**config.mk**
```make
export PLATFORM = sky130hd
export DESIGN_NAME = shift_add_multiplier
export DESIGN_NICKNAME = d
export VERILOG_FILES = /design/src/rtl/shift_add_multiplier.sv
export SDC_FILE = /design/constraint.sdc
export NUM_CORES = 1
export LEC_CHECK = 0
export CAP_MARGIN = 5
export CORE_MARGIN = 4
export CORE_UTILIZATION = 50
export DETAILED_ROUTE_END_ITERATION = 8
export PLACE_DENSITY = 0.82
export SLEW_MARGIN = 20
export SYNTH_ARGS = -nofsm -noshare
export SYNTH_HDL_FRONTEND = slang
export SYNTH_SLANG_ARGS = --single-unit
export TNS_END_PERCENT = 50
```
**constraint.sdc**
```tcl
create_clock -name clk -period 3.8 [get_ports clk]
set_input_delay 0.76 -clock clk [delete_from_list [all_inputs] [get_ports clk]]
set_output_delay 0.76 -clock clk [all_outputs]
set_load 0.01 [all_outputs]
```
**src/rtl/shift_add_multiplier.sv**
```systemverilog
// Sequential unsigned W x W multiplier: one partial product per cycle, summed through a 16-bit CLA.
// Handshaked operand input and product output; product register holds until the next result.

module cla16 (
  input  logic [15:0] a_i,
  input  logic [15:0] b_i,
  input  logic        cin_i,
  output logic [15:0] sum_o
);
  logic [15:0] g;
  logic [15:0] p;
  logic [3:0]  grp_g;
  logic [3:0]  grp_p;
  logic [3:0]  grp_c;

  assign g = a_i & b_i;
  assign p = a_i ^ b_i;

  genvar gi;
  generate
    for (gi = 0; gi < 4; gi++) begin : g_grp
      localparam int B = 4 * gi;
      logic [3:0] c;
      assign grp_g[gi] = g[B+3] | (p[B+3] & g[B+2]) | (p[B+3] & p[B+2] & g[B+1])
                       | (p[B+3] & p[B+2] & p[B+1] & g[B]);
      assign grp_p[gi] = &p[B+3:B];
      assign c[0] = grp_c[gi];
      assign c[1] = g[B] | (p[B] & grp_c[gi]);
      assign c[2] = g[B+1] | (p[B+1] & g[B]) | (p[B+1] & p[B] & grp_c[gi]);
      assign c[3] = g[B+2] | (p[B+2] & g[B+1]) | (p[B+2] & p[B+1] & g[B])
                  | (p[B+2] & p[B+1] & p[B] & grp_c[gi]);
      assign sum_o[B+3:B] = p[B+3:B] ^ c;
    end
  endgenerate

  // Second-level lookahead; the final carry-out is never needed since products cannot overflow.
  assign grp_c[0] = cin_i;
  assign grp_c[1] = grp_g[0] | (grp_p[0] & cin_i);
  assign grp_c[2] = grp_g[1] | (grp_p[1] & grp_g[0]) | (grp_p[1] & grp_p[0] & cin_i);
  assign grp_c[3] = grp_g[2] | (grp_p[2] & grp_g[1]) | (grp_p[2] & grp_p[1] & grp_g[0])
                  | (grp_p[2] & grp_p[1] & grp_p[0] & cin_i);
endmodule

module shift_add_multiplier #(
  parameter int W = 8
) (
  input  logic           clk,
  input  logic           rst_n,
  input  logic           in_valid,
  output logic           in_ready,
  input  logic [W-1:0]   mcand,
  input  logic [W-1:0]   mplier,
  output logic           out_valid,
  input  logic           out_ready,
  output logic [2*W-1:0] product,
  output logic           busy
);
  localparam int CW = $clog2(W);

  typedef enum logic [1:0] {IDLE, RUN, HOLD} state_t;

  state_t           state_q, state_d;
  logic [2*W-1:0]   mcand_q, mcand_d;
  logic [W-1:0]     mplier_q, mplier_d;
  logic [2*W-1:0]   acc_q, acc_d;
  logic [CW-1:0]    cnt_q, cnt_d;
  logic [2*W-1:0]   product_q, product_d;
  logic [2*W-1:0]   addend;
  logic [2*W-1:0]   sum;

  assign addend = mplier_q[cnt_q] ? (mcand_q << cnt_q) : '0;

  cla16 u_cla (
    .a_i   (acc_q),
    .b_i   (addend),
    .cin_i (1'b0),
    .sum_o (sum)
  );

  always_ff @(posedge clk or negedge rst_n) begin
    if (!rst_n) begin
      state_q   <= IDLE;
      mcand_q   <= '0;
      mplier_q  <= '0;
      acc_q     <= '0;
      cnt_q     <= '0;
      product_q <= '0;
    end else begin
      state_q   <= state_d;
      mcand_q   <= mcand_d;
      mplier_q  <= mplier_d;
      acc_q     <= acc_d;
      cnt_q     <= cnt_d;
      product_q <= product_d;
    end
  end

  always_comb begin
    state_d   = state_q;
    mcand_d   = mcand_q;
    mplier_d  = mplier_q;
    acc_d     = acc_q;
    cnt_d     = cnt_q;
    product_d = product_q;
    case (state_q)
      IDLE: begin
        if (in_valid) begin
          mcand_d  = {{W{1'b0}}, mcand};
          mplier_d = mplier;
          acc_d    = '0;
          cnt_d    = '0;
          state_d  = RUN;
        end
      end
      RUN: begin
        acc_d = sum;
        cnt_d = cnt_q + 1'b1;
        // Fixed W-cycle latency: no early exit on zero operands.
        if (cnt_q == CW'(W - 1)) begin
          product_d = sum;
          state_d   = HOLD;
        end
      end
      HOLD: begin
        if (out_ready) state_d = IDLE;
      end
      default: state_d = IDLE;
    endcase
  end

  assign in_ready  = (state_q == IDLE);
  assign busy      = (state_q == RUN);
  assign out_valid = (state_q == HOLD);
  assign product   = product_q;
endmodule

```
== Word level (Yosys, flattened, before mapping) ==
Index checks and enable logic that the tools add are counted.

* Add/subtract/negate cells: 1
* Order comparisons: 1
* Eq/ne operators: 6
* Shifts and indexed selects: 1
* Muxes and demuxes: 11
* Bitwise logic cells: 89
* Reduce and logical (&&, ||, !) cells: 8

{| class="wikitable"
|+ Operator list
! operator !! number
|-
| $and A1 B1 Y1 || 50
|-
| $or A1 B1 Y1 || 33
|-
| $mux W16 || 2
|-
| $pmux W16 S2 || 1
|-
| $shl A8 B3 Y16 || 1
|-
| $xor A16 B16 Y16 || 1
|-
| $xor A4 B4 Y4 || 4
|-
| $and A15 B15 Y15 || 1
|-
| $reduce_and A4 Y1 || 2
|-
| $mux W2 || 3
|-
| $pmux W2 S3 || 1
|-
| $pmux W3 S2 || 1
|-
| $reduce_and A2 Y1 || 3
|-
| $lt A3 B4 Y1 const B || 1
|-
| $ne A2 B1 Y1 const B || 2
|-
| $add A3 B1 Y3 const B || 1
|-
| $bmux W1 S3 || 1
|-
| $eq A3 B3 Y1 const B || 1
|-
| $mux W3 || 1
|-
| $reduce_and A3 Y1 || 1
|-
| $eq A2 B1 Y1 const B || 1
|-
| $eq A2 B2 Y1 const B || 1
|-
| $logic_not A2 Y1 || 1
|-
| $ne A2 B2 Y1 const B || 1
|-
| 2 further kinds || 2
|}

* Register bits after elaboration: 53
* Word-level logic and storage cells: 123

== Depth between registers and ports, before layout ==
* Word-level depth: 15
* Gate-level depth with buffers: 16

== Modules after synthesis ==
A second synthesis with hierarchy kept.

* Cells, all modules: 286
* Area total of the unflattened synthesis: 3124.2 um^2

{| class="wikitable"
|+ Modules (own cells, without submodules)
! module !! instances !! cells each !! area an instance (um^2)
|-
| shift_add_multiplier || 1 || 210 || 2501.1
|-
| cla16 || 1 || 76 || 623.1
|}

== Worst setup path before layout ==
No wires, ideal clock.

* Kind: register to register
* Start: register cnt_q[0]
* End: register product_q[12], in the netlist product[12]
* Setup time: 0.128 ns
* Arrival: 3.390 ns
* Data required time: 3.672 ns
* Slack: 0.282 ns
* Stages on the path, launching flop included: 14
* Buffers on the path: 2
* Clock period less this slack: 3.518 ns
* Path through: dfrtp_1 > buf_2 > mux4_2 > nand2_1 > and2_1 > buf_2 > nor2_1 > ha_1 > a21o_1 > a21o_1 > a221o_1 > a21o_1 > fa_1 > mux2_1

* Word-level cells in the longest chain between the ends: 12
* Elaborated cells between the ends (all ways): 40
* Classes of those cells: eq/ne (1); shift (1); mux (3); bitwise (32); reduce/logical (3)

{| class="wikitable"
|+ RTL lines
! element !! line !! RTL
|-
| start: declaration || 66 || <nowiki>logic [CW-1:0] cnt_q, cnt_d;</nowiki>
|-
| start signal: assignment || 93 || <nowiki>cnt_q <= cnt_d;</nowiki>
|-
| $bmux W1 S3 || 71 || <nowiki>assign addend = mplier_q[cnt_q] ? (mcand_q << cnt_q) : '0;</nowiki>
|-
| $mux W1 (not written as such) || 71 ||
|-
| $mux W16 (*) || 71 ||
|-
| $xor A16 B16 Y16 or $and A15 B15 Y15 (tied branches) || 17, 16 ||
|-
| $and A1 B1 Y1, on equally long branches || 24, 25 ||
|-
| $or A1 B1 Y1 (tied with other cells) || 24 || <nowiki>assign grp_g[gi] = g[B+3] | (p[B+3] & g[B+2]) | (p[B+3] & p[B+2] & g[B+1])</nowiki>
|-
| $or A1 B1 Y1 or $and A1 B1 Y1 (tied branches) || 24, 25 ||
|-
| $or A1 B1 Y1 || 25 || <nowiki>| (p[B+3] & p[B+2] & p[B+1] & g[B]);</nowiki>
|-
| $and A1 B1 Y1 || 40 || <nowiki>assign grp_c[3] = grp_g[2] | (grp_p[2] & grp_g[1]) | (grp_p[2] & grp_p[1] & grp_g[0])</nowiki>
|-
| $or A1 B1 Y1 (2 in a row) || 40 ||
|-
| $xor A4 B4 Y4 (*) || 32 || <nowiki>assign sum_o[B+3:B] = p[B+3:B] ^ c;</nowiki>
|-
| net sum[12] || 69 || <nowiki>logic [2*W-1:0] sum;</nowiki>
|-
| end signal: assignment || 94 || <nowiki>product_q <= product_d;</nowiki>
|-
| end: declaration || 67 || <nowiki>logic [2*W-1:0] product_q, product_d;</nowiki>
|}

The timed path passes the listed nets; every way through them passes the cells marked *. The select of a mux whose other input is x is not followed.
A chain may end at the register's enable or synchronous reset.

== Final worst setup path ==
Ends and elaborated chain as after synthesis.

==> flow_summary_export.csv <==
group,metric,value,unit
run_status,status,"complete, no violations",
critical_path,crit_arrival,3.82,ns
critical_path,rr_worst_depth,11,
yosys,synth_common_cells,"dfrtp_1, nand2_1, nor2_1",
power,power_frac_comb,0.590,
yosys,yosysUniqueCellTypes,43,
yosys,synth_edf_count,0,
cts,cts_sinks,53,
route,drt-initial-drc-count,113,
cts,clk_pin_slew,0.10,ns
timing,fmax,276,MHz
timing,tightest_slew,0.647,ns
yosys,synth.cell_area,3020,µm²
placement,routabilityCongestion,0.893,
critical_path,slowest_delay,0.50,ns
min_path,hold_class,"in -> async",
timing,drv_slew,0,
timing,hold_viol_final,0,
cts,numCtsBuffers,5,
global_routing,grt_max_degree,32,
route,drc,0,
placement,dp.cells,410,
critical_path,cpMostUsedCell,"a21o_1",
yosys,synth_top_area_frac,0.439,
critical_path,crit_path_cell_trace,"mux4_2 -> nand2_1 -> and2_2 -> nor2_1 -> ha_1 -> a21o_1 -> a21o_1 -> a221o_1 -> a21o_1 -> fa_1 -> mux2_1",
route,dr.pass1.iters,4,
die,die_x,85.7,µm
route,routed_wl,5.96,mm
timing,period_share,0.955,
final_layout,syn2layout_area_growth,18.3,%
route,antenna_left,0,
yosys,yosysMostFrequentCell,"dfrtp_1",
global_routing,grt_overflow,0,
power,p_sw_frac,0.438,
cts,clockBufferDepth,2,
timing,rsz0062_at_grt,"false",
route,dr_total_vias,2257,
critical_path,startpoint_type,"register",
yosys,synth_warnings,0,
final_layout,final_area,3570,µm²
die,die_h,85.7,µm
placement,dpl_cell_area,3480,µm²
yosys,yosysSeqAreaShare,0.439,
power,powerDensity,913,nW/µm²
route,vias_per_cell,5.40,
yosys,synthArstFlopShare,1.00,
final_layout,fill_cells,489,
global_routing,grt_pass1_wl,10.7,mm
critical_path,worstSetupPathType,"reg -> reg",
critical_path,rrSetupSlack,0.17,ns
cts,cts_tree,"done",
critical_path,slowest_stage,"mux4_2",
power,ir_drop,0.432,mV
yosys,ys.flop_type,"dfrtp_1",
yosys,syn_nets,347,
power,leakage,1.61,nW
timing,finalClockSkew,0.0117,ns
cts,root_buffer,"clkbuf_8",
die,start_util,0.513,
die,io_pins,39,
yosys,avgSynthCellArea,9.87,µm²
critical_path,critPathMaxFanout,7,
power,seqPwrFrac,0.311,
final_layout,drive_gt1_frac,0.0904,
power,power.switching,1.43,mW
die,rows,28,
timing,fin_tns_setup,0,ns
die,coreArea,5890,µm²
critical_path,worstReg2RegStart,"cnt_q[0]",
critical_path,reg2reg_to,"product[12]",
final_layout,antenna_cells,0,
power,internal_power,1.83,mW
global_routing,grt_antenna_before_repair,0,
run,drv_cap,0,
final_layout,final_nets,383,
yosys,syn_inst,306,
final_layout,fin_cells,418,
yosys,ys_seq_elements,53,
critical_path,required,3.99,ns
cts,htree_levels,2,
yosys,ys_top_cells_by_area,"dfrtp_1, mux2_1, ha_1, nand2_1, o21ai_1",
cts,insertion_delay,0.32,ns
timing,setup_viol,0,
cts,post_cts_buffers,0,
die,die-area,7350,µm²
yosys,synth_top_area_cell,"dfrtp_1",
timing,relSlewSlack,0.568,
critical_path,endpoint_kind,"register",
timing,fin_crit,3.63,ns
placement,numPortBuffers,38,
global_routing,grtUsageTotal,0.182,
global_routing,grt_pass1_vias,2286,
placement,post-dp-hpwl,4.64,mm
power,pwr-share-clk,0.100,
route,routedWlPerCell,14.3,µm
## registers in the layout (all words and copies together) (netlist names)
name and count:
product 16, mcand_q 8, mplier_q 8, acc_q 16, state_q 2, cnt_q 3
## power groups by stage
| stage | sequential [mW] | clock [mW] | combinational, mW |
|---|---|---|---|
| finish | 1.01 | 0.325 | 1.92 |
| global route | 1.05 | 0.356 | 2.19 |
| detailed placement | 1.02 | 0 | 1.94 |
| CTS | 1.01 | 0.333 | 1.94 |
| global placement | 1.01 | 0 | 1.84 |
| floorplan | 0.987 | 0 | 1.41 |
## routing by layer
layer  GRT usage  vias up  part of all wire
met2       0.302       49              0.49
met5           0        -                 0
met3      0.0384        7             0.049
met4      0.0604        0             0.011
met1       0.238     1065              0.45
li1            -     1136                 -
## layout make-up
type                    count  area (µm²)  share of cell area
multi-input cells         225        1580               0.443
inverters                  11        41.3              0.0116
clock buffers               5        68.8              0.0193
flip-flops and latches     53        1330               0.372
repair buffers             46         435               0.122
well taps                  75        93.8              0.0263
clock inverters             3        22.5             0.00630
## kinds of logic after synthesis
kind of cell / Yosys count / synth area share
flip-flops: 53 / 0.439
AO/OA/AOI/OAI: 68 / 0.146
AND/OR/NAND/NOR: 98 / 0.140
multiplexers: 30 / 0.117
buffers and inverters: 28 / 0.0373
adder cells (fa/ha/maj): 21 / 0.0969
XOR/XNOR: 8 / 0.0232
## placed cells by master (no fill, tap or decap), types with 9 or more instances in the layout
| cell | n |
|---|---|
| dfrtp_1 | 52 |
| o22ai_1 | 9 |
| ha_1 | 17 |
| o21ai_1 | 24 |
| nor2_1 | 28 |
| a21oi_1 | 10 |
| nand2_1 | 48 |
| mux2_1 | 23 |
| clkdlybuf4s50_1 | 37 |
## critical path, delay by kind of cell (launching register included)
kind,cells,cell delay (ns)
mux,2,0.80
simple gates,3,0.45
flops,1,0.43
compound gates,4,1.03
fa+ha+maj,2,0.79
## worst max path at each step
stage                     depth (start not counted)  startpoint           to
after global placement                           11    cnt_q[0]  product[12]
final                                            11    cnt_q[0]  product[12]
after global routing                             12    cnt_q[0]    acc_q[13]
after floorplan                                  13    cnt_q[0]  product[12]
after CTS                                        11    cnt_q[0]  product[12]
after detailed placement                         11    cnt_q[0]  product[12]
## stage by stage
step                       util  hold slack, ns  total power [mW]  worst slack (ns)
after floorplan               -           0.452              2.40             0.282
after global placement    0.591           0.464              2.86             0.218
after detailed placement  0.591           0.466              2.96             0.104
after CTS                 0.607           0.451              3.28            0.0788
after global routing      0.607           0.471              3.60            0.0314
final                     0.607           0.430              3.26             0.172
## timing repair
item,CTS,global route
resized for setup,0,2
hold buffers,0,0
hold endpoints to repair,0,0
endpoints found under the setup margin,0,3
Note: power is estimated with default switching activity, not from simulation.
